**config.mk**
```make
export PLATFORM = sky130hd
export DESIGN_NAME = fetch_sequencer
export DESIGN_NICKNAME = d
export VERILOG_FILES = /design/src/rtl/fetch_sequencer.sv
export SDC_FILE = /design/constraint.sdc
export NUM_CORES = 1
export LEC_CHECK = 0
export CAP_MARGIN = 25
export CELL_PAD_IN_SITES_DETAIL_PLACEMENT = 1
export CELL_PAD_IN_SITES_GLOBAL_PLACEMENT = 1
export CORE_MARGIN = 3
export CORE_UTILIZATION = 32
export DETAILED_ROUTE_END_ITERATION = 10
export PLACE_DENSITY = 0.87
export SETUP_SLACK_MARGIN = 0.3
export SLEW_MARGIN = 20
export SYNTH_ARGS = -nofsm -noshare
export SYNTH_HDL_FRONTEND = slang
export SYNTH_SLANG_ARGS = --single-unit
```
**constraint.sdc**
```tcl
create_clock -name clk -period 6.32 [get_ports clk]
set_clock_uncertainty 0.2 [all_clocks]
set_input_delay 0.632 -clock clk [delete_from_list [all_inputs] [get_ports clk]]
set_output_delay 0.632 -clock clk [all_outputs]
set_load 0.01 [all_outputs]
```
**src/rtl/fetch_sequencer.sv**
```systemverilog
// fetch_sequencer: loads instruction memory from a word stream, then
// sequences fetch addresses with stalls, redirects and halt detection.
// Optional RUN/stall cycle counters are enabled by defining FETCH_SEQ_PERF_EN.
module fetch_sequencer #(
   parameter int          ADDR_W    = 9,
   parameter logic [31:0] HALT_WORD = 32'h0000001f
) (
   input  logic              clk,
   input  logic              rst,
   input  logic              load_start,
   input  logic              load_valid,
   input  logic [31:0]       load_data,
   input  logic              load_last,
   output logic              load_ready,
   input  logic              run_start,
   input  logic              stall_req,
   input  logic              redirect_en,
   input  logic [ADDR_W-1:0] redirect_addr,
   input  logic [31:0]       fetch_instr,
   output logic [ADDR_W-1:0] addr,
   output logic              program_en,
   output logic [31:0]       program_instr,
   output logic              stall_en,
   output logic [1:0]        state,
   output logic              load_err,
   output logic [ADDR_W:0]   prog_len
`ifdef FETCH_SEQ_PERF_EN
   ,
   output logic [31:0]       run_cycles,
   output logic [31:0]       stall_cycles
`endif
);

   typedef enum logic [1:0] {
      IDLE = 2'd0,
      LOAD = 2'd1,
      RUN  = 2'd2,
      HALT = 2'd3
   } state_t;

   localparam logic [ADDR_W-1:0] A_ONE = ADDR_W'(1);
   localparam logic [ADDR_W:0]   W_ONE = (ADDR_W+1)'(1);

   state_t            st_q, st_d;
   logic [ADDR_W-1:0] addr_q, addr_d;
   logic              pen_q, pen_d;
   logic [31:0]       pin_q, pin_d;
   logic              sen_q, sen_d;
   logic              lrdy_q, lrdy_d;
   logic              lerr_q, lerr_d;
   logic [ADDR_W:0]   plen_q, plen_d;
   logic [ADDR_W:0]   wptr_q, wptr_d;
   logic              chk_q, chk_d;

   logic              hs;
   logic              halt_hit;
   logic [ADDR_W:0]   wptr_inc;

   assign hs       = load_valid & lrdy_q;
   assign halt_hit = chk_q & (fetch_instr == HALT_WORD);
   assign wptr_inc = wptr_q + W_ONE;

   assign state         = st_q;
   assign addr          = addr_q;
   assign program_en    = pen_q;
   assign program_instr = pin_q;
   assign stall_en      = sen_q;
   assign load_ready    = lrdy_q;
   assign load_err      = lerr_q;
   assign prog_len      = plen_q;

   // State and output registers; the fetch address doubles as the PC.
   always_ff @(posedge clk) begin
      if (rst) begin
         st_q   <= IDLE;
         addr_q <= '0;
         pen_q  <= 1'b0;
         pin_q  <= '0;
         sen_q  <= 1'b1;
         lrdy_q <= 1'b0;
         lerr_q <= 1'b0;
         plen_q <= '0;
         wptr_q <= '0;
         chk_q  <= 1'b0;
      end else begin
         st_q   <= st_d;
         addr_q <= addr_d;
         pen_q  <= pen_d;
         pin_q  <= pin_d;
         sen_q  <= sen_d;
         lrdy_q <= lrdy_d;
         lerr_q <= lerr_d;
         plen_q <= plen_d;
         wptr_q <= wptr_d;
         chk_q  <= chk_d;
      end
   end

   // Next-state and next-output logic for the load/run controller.
   always_comb begin
      st_d   = st_q;
      addr_d = addr_q;
      pen_d  = 1'b0;
      pin_d  = pin_q;
      sen_d  = sen_q;
      lrdy_d = lrdy_q;
      lerr_d = lerr_q;
      plen_d = plen_q;
      wptr_d = wptr_q;
      chk_d  = 1'b0;
      unique case (st_q)
         IDLE: begin
            addr_d = '0;
            sen_d  = 1'b1;
            lrdy_d = 1'b0;
            if (load_start) begin
               st_d   = LOAD;
               wptr_d = '0;
               lrdy_d = 1'b1;
            end else if (run_start) begin
               st_d  = RUN;
               sen_d = 1'b0;
            end
         end
         LOAD: begin
            if (hs) begin
               pen_d  = 1'b1;
               addr_d = wptr_q[ADDR_W-1:0];
               pin_d  = load_data;
               wptr_d = wptr_inc;
               lrdy_d = ~wptr_inc[ADDR_W];
               if (load_last) begin
                  plen_d = wptr_inc;
                  st_d   = IDLE;
                  lrdy_d = 1'b0;
               end
            end else if (load_valid && wptr_q[ADDR_W]) begin
               lerr_d = 1'b1;
               lrdy_d = 1'b0;
               st_d   = HALT;
            end
         end
         RUN: begin
            sen_d = stall_req;
            chk_d = ~halt_hit & ~sen_q & ~redirect_en;
            if (halt_hit) begin
               st_d  = HALT;
               sen_d = 1'b1;
            end else if (redirect_en) begin
               addr_d = redirect_addr;
            end else if (!stall_req) begin
               addr_d = addr_q + A_ONE;
            end
         end
         HALT: begin
            sen_d  = 1'b1;
            lrdy_d = 1'b0;
            if (load_start) begin
               st_d   = LOAD;
               addr_d = '0;
               wptr_d = '0;
               lrdy_d = 1'b1;
               lerr_d = 1'b0;
            end else if (run_start) begin
               st_d   = RUN;
               addr_d = '0;
               sen_d  = 1'b0;
            end
         end
      endcase
   end

`ifdef FETCH_SEQ_PERF_EN
   logic run_go;

   assign run_go = (st_d == RUN) && (st_q != RUN);

   // Saturating counters of RUN cycles and stalled RUN cycles.
   always_ff @(posedge clk) begin
      if (rst || run_go) begin
         run_cycles   <= '0;
         stall_cycles <= '0;
      end else if (st_q == RUN) begin
         if (run_cycles != '1)
            run_cycles <= run_cycles + 32'd1;
         if (stall_req && (stall_cycles != '1))
            stall_cycles <= stall_cycles + 32'd1;
      end
   end
`endif

endmodule
```
==> key figures <==
Synthesis
  • #FFs+latches synth: around 70
  • Area contributors post-synth: dfxtp_1, nand2_1, a21oi_1, nor2_1, a211oi_1
  • Synth unique cells: 47
  • XOR/XNOR share of the synthesized area: between 3 and 4%
  • Mean post-synth cell area: roughly 7.8 µm²
  • Prevailing post-synth register cell: dfxtp_1
  • Number of synthesized flops with an enable pin: 0
  • Post-synthesis mux area share: 1.33%
  • Fraction of registers with async set/reset: 0%
  • Adder-Cell Fraction of Synth Area: under 10%
  • Synth area leader: dfxtp_1
  • Largest family of logic cells by synthesized area: simple AND/OR/NAND/NOR gates
  • Register area share after synthesis: between 40% and 50%
  • Mapped Cells: approximately 410
  • Synth Area in Simple Gates: between 20% and 30%
  • Post-Syn Area: about 3200 µm²
  • Share of the synthesized area in the top cell type: a little over two fifths
  • Post-synthesis compound-gate area fraction: 21.5%
  • Synth warn: 0
  • Syn nets: 497

Power and ir drop
  • Leak Pwr: 1.57 nW
  • Pwr/cell area: 255 nW/µm²
  • Tot Pwr: between 1 and 1.5 mW
  • Peak supply drop: roughly 0.14 mV

Timing
  • Rel. slew slack: slightly below 50%
  • Worst slew pin tran: slightly below 800 ps
  • Final worst path period share: between 40% and 50%
  • Final hold vios: 0
  • Max-slew violations: 0
  • F_max: ~360 MHz
  • RSZ-0062 raised after global routing: false
  • Post-layout min period: 2810 ps
  • Setup ws final: around 3500 ps
  • Final setup viols: 0
  • Setup_tns: 0 ps

Route
  • Detailed-route via count: between 3000 and 4000
  • Drt wl/cell: around 17 µm
  • DRT iter0 DRCs: between 150 and 200
  • Vias per Instance: roughly 5.3
  • Post-route DRC: 0
  • Antenna viol nets, final: 0
  • First-pass DRT Iterations: 4
  • Post-Route WL: 11.2 mm

Worst setup path
  • Crit path cell chain: inv_1 > ha_1 > and3_1 > and2_1 > nor2_1 > a211oi_1
  • Critical setup path kind: register to register
  • Worst-path fanout max: 22
  • Startpoint types: register
  • Delay-heaviest family, CP: simple AND/OR/NAND/NOR gates
  • Endpoint class of the critical path: register
  • CP Data Required Time: roughly 6400 ps
  • Worst path slowest cell: ha_1
  • Reg2reg path depth: 6
  • Largest stage delay, worst path: 630 ps
  • Buf+Inv Stages, Crit Path: 1
  • Crit path depth: 6
  • WP data arrival: roughly 2900 ps

Clock network
  • Clock root buffer: clkbuf_8
  • Max Root-Sink Buffers: 2
  • CTS tree: built
  • Post-cts resize count: 0
  • Worst-Skew Late Latency: 350 ps
  • H-tree levels: 3
  • Clk sink count: 68
  • CTS Buf Count: 9
  • Worst-path clk slew: approximately 70 ps
  • Setup bufs post-CTS: 0
  • Post-CTS Hold Buffers: 0

Finish
  • Commonest non-fill, non-tap cells in the layout: clkdlybuf4s50_1, nand2_1, dfxtp_1, a21oi_1, nor2_1
  • Post-Layout Cell Count: about 660
  • N_diodes: 0
  • Share of layout cells above drive strength 1: 4.11%
  • Most common cell after layout, fill and taps aside: clkdlybuf4s50_1
  • Nets: 616
  • Area grow syn2layout: 52.0%
  • Finished Cell Area: just under 5000 µm²

Flow run
  • # Max-Cap Violations: 0

Die
  • Die Span X: about 110 µm
  • Initial Util: between 30% and 40%
  • Total die area: around 11000 µm²
  • IO Pins: approximately 140
  • Row cnt: 35
  • CORE AREA: 9500 µm²
  • Die height: approximately 110 µm

GRT
  • Initial antenna violation count: 0
  • Remaining global-route overflow: 0
  • Vias in the first global route: 3654
  • First-pass GRT wire length: 18.4 mm
  • Largest net degree at the start of global routing: a little over 70
  • Tot GR Track Use: just over 20%

Placed design
  • # port buffers: about 140
  • Placed Instances: ~650
  • DP Wirelength: between 8 and 9 mm
  • Setup slack at placement: between 3000 and 4000 ps
  • DP Area: approximately 4600 µm²
  • Final GP Congestion: between 0.8 and 0.9

Outcome
  • Status: completed

Worst hold path
  • Hold Path Depth: 2
  • Worst hold-check path type: register to register
-- per-stage QoR --
stage | util, % | hold slack [ps]
floorplan | - | 281
global placement | 48.7 | 241
detailed placement | 48.7 | 250
CTS | 51.2 | 260
global route | 51.3 | 273
finish | 51.3 | 257
-- synthesized netlist by cell type, types with 3 or more instances --
cell and count:
nor2b_1 4, xnor2_1 8, ha_1 5, a32oi_1 4
nor4_1 6, nor3_1 7, xor2_1 3, dfxtp_1 68
nor3b_1 3, a211oi_1 11, o21ai_0 10, o21ai_1 9
or4_1 10, a21oi_1 56, o211ai_1 5, nor2_1 28
and3_1 3, a31oi_1 4, inv_1 5, nand2_1 82
buf_1 4, clkbuf_1 21, nand2b_1 3, nand3_1 15
a22oi_1 3, buf_2 6
-- sequential cells by signal, indices dropped and copies added, names as in the netlist --
signal,cells
load_ready,1
load_err,1
state,2
program_instr,32
stall_en,1
prog_len,10
program_en,1
chk_q,1
wptr_q,10
addr,9
-- kinds of logic (layout without fill, tap and decap cells) --
family,after synthesis,count (layout)
fa+ha+maj,5,5
flops,68,68
mux,4,4
xor+xnor,11,11
simple gates,171,171
compound gates,115,115
buf+inv,37,161
-- worst min-delay path, delay by kind of cell, from the launching register on --
kind / cells / cell delay [ps]
compound gates: 1 / 50
flops: 1 / 310
simple gates: 1 / 50
-- area by class of cell --
type,count,area (µm²)
fill,1169,4630
multi-input combinational,306,1700
timing repair buffer,140,1390
sequential,68,1360
tap,129,161
clock buffer,10,128
clock inverter,6,111
inverter,5,18.8
-- report_power, final --
group | switching, mW | total, mW | leakage [nW] | internal (mW)
clock | 0.174 | 0.437 | 0.117 | 0.263
sequential | 0.0240 | 0.476 | 0.549 | 0.453
combinational | 0.179 | 0.331 | 0.905 | 0.153
-- final timing paths --
kind                            end  slack [ps]         startpoint
setup / recovery        prog_len[4]        3510           state[1]
hold / removal    program_instr[30]         260  program_instr[30]
setup reg to reg        prog_len[4]        3510           state[1]
hold reg to reg   program_instr[30]         260  program_instr[30]
-- layer usage --
layer | vias to the layer above | part of all wire, % | global-route usage (%)
met4 | 0 | 2.4 | 6.11
met2 | 102 | 52 | 35.9
met3 | 22 | 4.3 | 4.74
met1 | 1709 | 42 | 23.8
met5 | - | 0 | 0
li1 | 1695 | - | -
Power figures use the tool's default switching activity.
